File: config.mk
export PLATFORM = sky130hd
export DESIGN_NAME = div_32bit_seq
export DESIGN_NICKNAME = d
export VERILOG_FILES = /design/src/rtl/div_pkg.sv /design/src/rtl/div_magnitude.sv /design/src/rtl/div_32bit_seq.sv
export SDC_FILE = /design/constraint.sdc
export NUM_CORES = 1
export LEC_CHECK = 0
export CAP_MARGIN = 0
export CORE_ASPECT_RATIO = 0.8
export CORE_MARGIN = 2
export CORE_UTILIZATION = 40
export DETAILED_ROUTE_END_ITERATION = 8
export PLACE_DENSITY = 0.62
export SETUP_SLACK_MARGIN = 0.02
export SLEW_MARGIN = 10
export SYNTH_ARGS = -nofsm -noshare
export SYNTH_HDL_FRONTEND = slang
export SYNTH_HIERARCHICAL = 1
export SYNTH_SLANG_ARGS = --single-unit
File: constraint.sdc
create_clock -name clk -period 9.4 [get_ports clk]
set_input_delay 2.35 -clock clk [delete_from_list [all_inputs] [get_ports clk]]
set_output_delay 2.35 -clock clk [all_outputs]
set_load 0.05 [all_outputs]
File: src/rtl/div_pkg.sv
// Shared types and constants for the sequential signed divider.
package div_pkg;

    typedef enum logic [2:0] {
        IDLE = 3'd0,
        NORM = 3'd1,
        ITER = 3'd2,
        FIX  = 3'd3,
        DONE = 3'd4
    } state_t;

    localparam int DEF_WIDTH = 32;

    function automatic int cnt_width(input int w);
        return $clog2(w) + 1;
    endfunction

    localparam int CNT_W = cnt_width(DEF_WIDTH);

    // Quotient reported on a divide by zero.
    localparam logic [DEF_WIDTH-1:0] ZDIV_QUO = '1;

endpackage

File: src/rtl/div_magnitude.sv
// Conditional two's complement: used for operand magnitudes and for the final sign fix-up.
module div_magnitude #(
    parameter int WIDTH = 32
) (
    input  logic [WIDTH-1:0] value,
    input  logic             neg,
    output logic [WIDTH-1:0] result
);

    assign result = neg ? (~value) + WIDTH'(1'b1) : value;

endmodule

File: src/rtl/div_32bit_seq.sv
// Multi-cycle restoring divider, one quotient bit per clock; LO = quotient, HI = remainder.
// Optional DIV_UNSIGNED_EN adds an unsigned_op input selecting unsigned division.
module div_32bit_seq
    import div_pkg::*;
#(
    parameter int WIDTH = DEF_WIDTH
) (
    input  logic             clk,
    input  logic             clear,
    input  logic             start,
`ifdef DIV_UNSIGNED_EN
    input  logic             unsigned_op,
`endif
    input  logic [WIDTH-1:0] Ra,
    input  logic [WIDTH-1:0] Rb,
    output logic             busy,
    output logic             done,
    output logic [WIDTH-1:0] HI,
    output logic [WIDTH-1:0] LO,
    output logic             div_by_zero
);

    localparam int CW = cnt_width(WIDTH);
    localparam logic [WIDTH-1:0] ZQ = {WIDTH{ZDIV_QUO[0]}};

    state_t           state, nxt;
    logic [WIDTH-1:0] ra_q, rb_q, quo, dvs, hi_q, lo_q;
    logic [WIDTH:0]   rem;
    logic [WIDTH+1:0] shifted, trial;
    logic [CW-1:0]    cnt;
    logic             sa, sb, uns, dbz_q, uns_in;
    logic [WIDTH-1:0] ra_mag, rb_mag, quo_fix, rem_fix;

`ifdef DIV_UNSIGNED_EN
    assign uns_in = unsigned_op;
`else
    assign uns_in = 1'b0;
`endif

    div_magnitude #(.WIDTH(WIDTH)) u_mag_a (.value(ra_q), .neg(sa & ~uns), .result(ra_mag));
    div_magnitude #(.WIDTH(WIDTH)) u_mag_b (.value(rb_q), .neg(sb & ~uns), .result(rb_mag));
    div_magnitude #(.WIDTH(WIDTH)) u_fix_q (.value(quo), .neg((sa ^ sb) & ~uns), .result(quo_fix));
    // Remainder takes the dividend's sign so that Ra = LO*Rb + HI holds.
    div_magnitude #(.WIDTH(WIDTH)) u_fix_r (.value(rem[WIDTH-1:0]), .neg(sa & ~uns), .result(rem_fix));

    assign shifted = {rem, quo[WIDTH-1]};
    assign trial   = shifted - {2'b00, dvs};

    always_ff @(posedge clk or posedge clear) begin
        if (clear) state <= IDLE;
        else       state <= nxt;
    end

    always_comb begin
        nxt = state;
        case (state)
            IDLE:    if (start) nxt = NORM;
            NORM:    nxt = (rb_q == '0) ? FIX : ITER;
            ITER:    if (cnt == CW'(1)) nxt = FIX;
            FIX:     nxt = DONE;
            DONE:    nxt = IDLE;
            default: nxt = IDLE;
        endcase
    end

    always_comb begin
        busy = (state == NORM) || (state == ITER) || (state == FIX);
        done = (state == DONE);
    end

    always_ff @(posedge clk or posedge clear) begin
        if (clear) begin
            ra_q  <= '0;
            rb_q  <= '0;
            sa    <= 1'b0;
            sb    <= 1'b0;
            uns   <= 1'b0;
            quo   <= '0;
            dvs   <= '0;
            rem   <= '0;
            cnt   <= '0;
            hi_q  <= '0;
            lo_q  <= '0;
            dbz_q <= 1'b0;
        end else begin
            case (state)
                IDLE: if (start) begin
                    ra_q <= Ra;
                    rb_q <= Rb;
                    sa   <= Ra[WIDTH-1];
                    sb   <= Rb[WIDTH-1];
                    uns  <= uns_in;
                end
                NORM: begin
                    quo <= ra_mag;
                    dvs <= rb_mag;
                    rem <= '0;
                    cnt <= CW'(WIDTH);
                end
                ITER: begin
                    cnt <= cnt - CW'(1);
                    if (!trial[WIDTH+1]) begin
                        rem <= trial[WIDTH:0];
                        quo <= {quo[WIDTH-2:0], 1'b1};
                    end else begin
                        rem <= shifted[WIDTH:0];
                        quo <= {quo[WIDTH-2:0], 1'b0};
                    end
                end
                FIX: begin
                    if (rb_q == '0) begin
                        lo_q  <= ZQ;
                        hi_q  <= ra_q;
                        dbz_q <= 1'b1;
                    end else begin
                        lo_q  <= quo_fix;
                        hi_q  <= rem_fix;
                        dbz_q <= 1'b0;
                    end
                end
                default: ;
            endcase
        end
    end

    assign HI          = hi_q;
    assign LO          = lo_q;
    assign div_by_zero = dbz_q;

endmodule

==> summary.md <==
| Metric | Value |
|---|---|
| Max-slew headroom | 28.3% |
| Clock tree buffer depth | 3 |
| Clock Latency Late Sink | 0.54 ns |
| Area Overhead vs Synth | 17.9% |
| Synthesized flop and latch total | 235 |
| # diodes | 0 |
| Post-CTS Hold Fix Bufs | 0 |
| Die width | 216 um |
| Largest net degree at the start of global routing | 99 |
| Share of layout cells above drive strength 1 | 10.4% |
| CTS tree | built |
| Num rows | 62 |
| Yosys top cell area share | 40.9% |
| # DRC | 0 |
| Crit path launch type | flip-flop |
| Hold Vio Cnt, Final | 0 |
| Initial detailed-routing violation count | 810 |
| Hold Path Depth | 2 |
| Final number of setup-violating endpoints | 0 |
| Hold EP | LO[25]$_DFFE_PP0P_ |
| Vias in the first global route | ~11000 |
| # Post-CTS Setup Buffers | 0 |
| CP Cell Sequence | nor2_1 > and2_1 > clkdlybuf4s50_1 |
| Final Slew Violations | 0 |
| Count of different cell masters after synthesis | 63 |
| Worst Hold Class | flip-flop to flip-flop |
| Synth Warn # | 6 |
| Max rail drop VDD | between 0.2 and 0.25 mV |
| Inst Count DP | between 2000 and 2500 |
| Synth top area cells | dfrtp_1 41%, xnor2_1 8.5%, nand2_1 7.4% |
| LEAKAGE | 0.00702 uW |
| Worst hold start | LO[25]$_DFFE_PP0P_ |
| Net Count, Synth | 1637 |
| H-tree levels | 1 |
| FFs w/ async S/R, synth | 100% |
| Core area | roughly 36000 sq um |
| Slew of the pin with the lowest slew margin | approximately 1.1 ns |
| Clock-pin slew on the worst setup and hold paths | 0.06 ns |
| Minimum clock period | 4.47 ns |
| Number of buffers created by CTS | 26 |
| Cell Area, Synth | 14400 sq um |
| Ys flop type | dfrtp_1 |
| Clk root buf | clkbuf_16 |
| CTS resizes | 0 |
| RR Endpoint | rem[15]$_DFFE_PP0P_ |
| Post-DP HPWL | roughly 27000 um |
| Initial antenna violation count | 0 |
| Setup TNS | 0 ns |
| Vias | around 12000 |
| Leading cell type in the layout, fill and taps excluded | nand2_1 |
| Area leader, netlist | dfrtp_1 |
| P per Cell Area | 430 nW/um^2 |
| Clk_skew | 0.0126 ns |
| Most frequent cells in the layout | 282 x nand2_1, 234 x dfrtp_1, 173 x o21ai_0 |
| Mean routed wirelength per cell | between 15 and 20 um |
| Reg2reg start | rem[13]$_DFFE_PP0P_ |
| Final Hold Slack | 0.462 ns |
| GPL Wtd Cong | between 0.8 and 0.9 |
| Die Footprint | 37500 sq um |
| PortBufs | 133 |
| Period utilisation layout | 47.5% |
| Routed WL | ~38000 um |
| Crit Path Class | flip-flop to primary output |
| Post-synth EDFFs | 0 |
| Worst Reg2Reg Path Length in Cells | 9 |
| Pre-Repair DR Iteration Count | 5 |
| CP bufs+invs | 1 |
| CTS Sinks | 235 |
| Slowest cell on crit path | clkdlybuf4s50_1 |
| Total GRT Usage | ~20% |
| Outcome | finished clean |
| Pwr Total | 7280 uW |
| First-pass GRT wire length | 62500 um |
| Die span in y | 174 um |
| Antenna Nets Post-Route | 0 |
| Avg Cell Area, Syn | 9.38 sq um |
| Seq/Total Area, Yosys | 40.9% |
| RSZ-0062 raised after global routing | no |
| Critical path's top delay family | buffers and inverters |
| Final cell count without fillers | about 2100 |
| Worst-path fanout max | 9 |
| Initial Util | just over 40% |
| Critical Path RT | 7.05 ns |
| Ports | around 130 |
| Fill cells | approximately 3400 |
| Gr ovfl total | 0 |
| Crit end category | primary output |
| Max cap viols | 0 |
| Critical Path AT | 2.12 ns |
| Fmax | 224 MHz |
| Final #Nets | 1730 |
| Max incr delay on CP | 0.79 ns |
| Reg2reg setup slack | 5.77 ns |
| Post-Synthesis Cells | 1531 |
| Via density | roughly 5.6 |
-- worst max-delay path by stage --
stage,startpoint,to,slack [ns],cells past startpoint
2_1_floorplan,clear,HI[0]$_DFFE_PP0P_,0.60,1
3_3_place_gp,clear,ra_q[31]$_DFFE_PP0P_,4.85,3
3_5_place_dp,clear,ra_q[31]$_DFFE_PP0P_,4.85,3
4_1_cts,state[0]$_DFFE_PP0P_,done,4.92,3
5_1_grt,state[0]$_DFFE_PP0P_,done,4.85,3
6_report,state[0]$_DFFE_PP0P_,done,4.93,3
-- metrics by stage --
| step | area (sq um) | utilization [%] | setup slack [ns] |
|---|---|---|---|
| finish | 16900 | 47.6 | 4.93 |
| global route | 16900 | 47.6 | 4.85 |
| CTS | 16900 | 47.6 | 4.92 |
| detailed placement | 16100 | 45.2 | 4.85 |
| global placement | 16100 | 45.2 | 4.85 |
| floorplan | 14400 | - | 0.604 |
-- cell type report --
cell class	count	area [sq um]	share of cell area, %
inverters	53	206	1.22
flip-flops and latches	235	5880	34.7
multi-input cells	1163	7980	47.1
repair buffers	145	1420	8.39
well taps	480	601	3.55
clock inverters	11	113	0.665
clock buffers	34	732	4.32
-- cells by family after synthesis --
| logic type | after synthesis | synth area share [%] |
|---|---|---|
| XOR/XNOR | 147 | 8.96 |
| AND/OR/NAND/NOR | 486 | 17.5 |
| AO/OA/AOI/OAI | 389 | 17.7 |
| buffers and inverters | 133 | 3.76 |
| flip-flops | 235 | 40.9 |
| adder cells (fa/ha/maj) | 39 | 3.45 |
| multiplexers | 102 | 7.66 |
-- metal layers --
metal  vias up  GRT usage (%)  part of all wire [%]
met3        49           3.00                   5.6
met4         0           5.11                   2.1
met5         -              0                     0
met1      5783           30.7                    49
li1       5638              -                     -
met2       311           30.8                    43
-- synthesized netlist by cell type (all sizes together) (7+ instances only) --
cell and instances:
a21o 13, a21oi 46, a22oi 31, a32oi 8, buf 24, clkbuf 56
dfrtp 235, ha 38, inv 53, mux2 64, mux2i 38, nand2 282
nand2b 17, nand3 23, nand3b 7, nand4 22, nor2 38, nor2b 9
nor3 17, nor4 34, o21ai 185, o31ai 33, o41ai 37, or2b 8
xnor2 139, xor2 8
-- sequential cells by signal (all words and copies together) (netlist names) --
register     count
state            3
ra_q            32
dvs             32
div_by_zero      1
HI              32
rem             33
LO              32
quo             32
cnt              6
rb_q            32
-- power breakdown --
group | switching (uW) | internal [uW] | total [uW]
clock | 423 | 601 | 1020
combinational | 2470 | 1710 | 4180
sequential | 618 | 1460 | 2070
total | 3510 | 3770 | 7280
-- worst reg2reg max path, delay by kind of cell (launching register included) --
kind                       cells  cell delay (ns)
DFF                            1             0.46
and+or+nand+nor                3             1.28
adders and majority gates      1             0.41
AOI/OAI and AO/OA              5             1.35
Note: power is estimated with default switching activity, not from simulation.
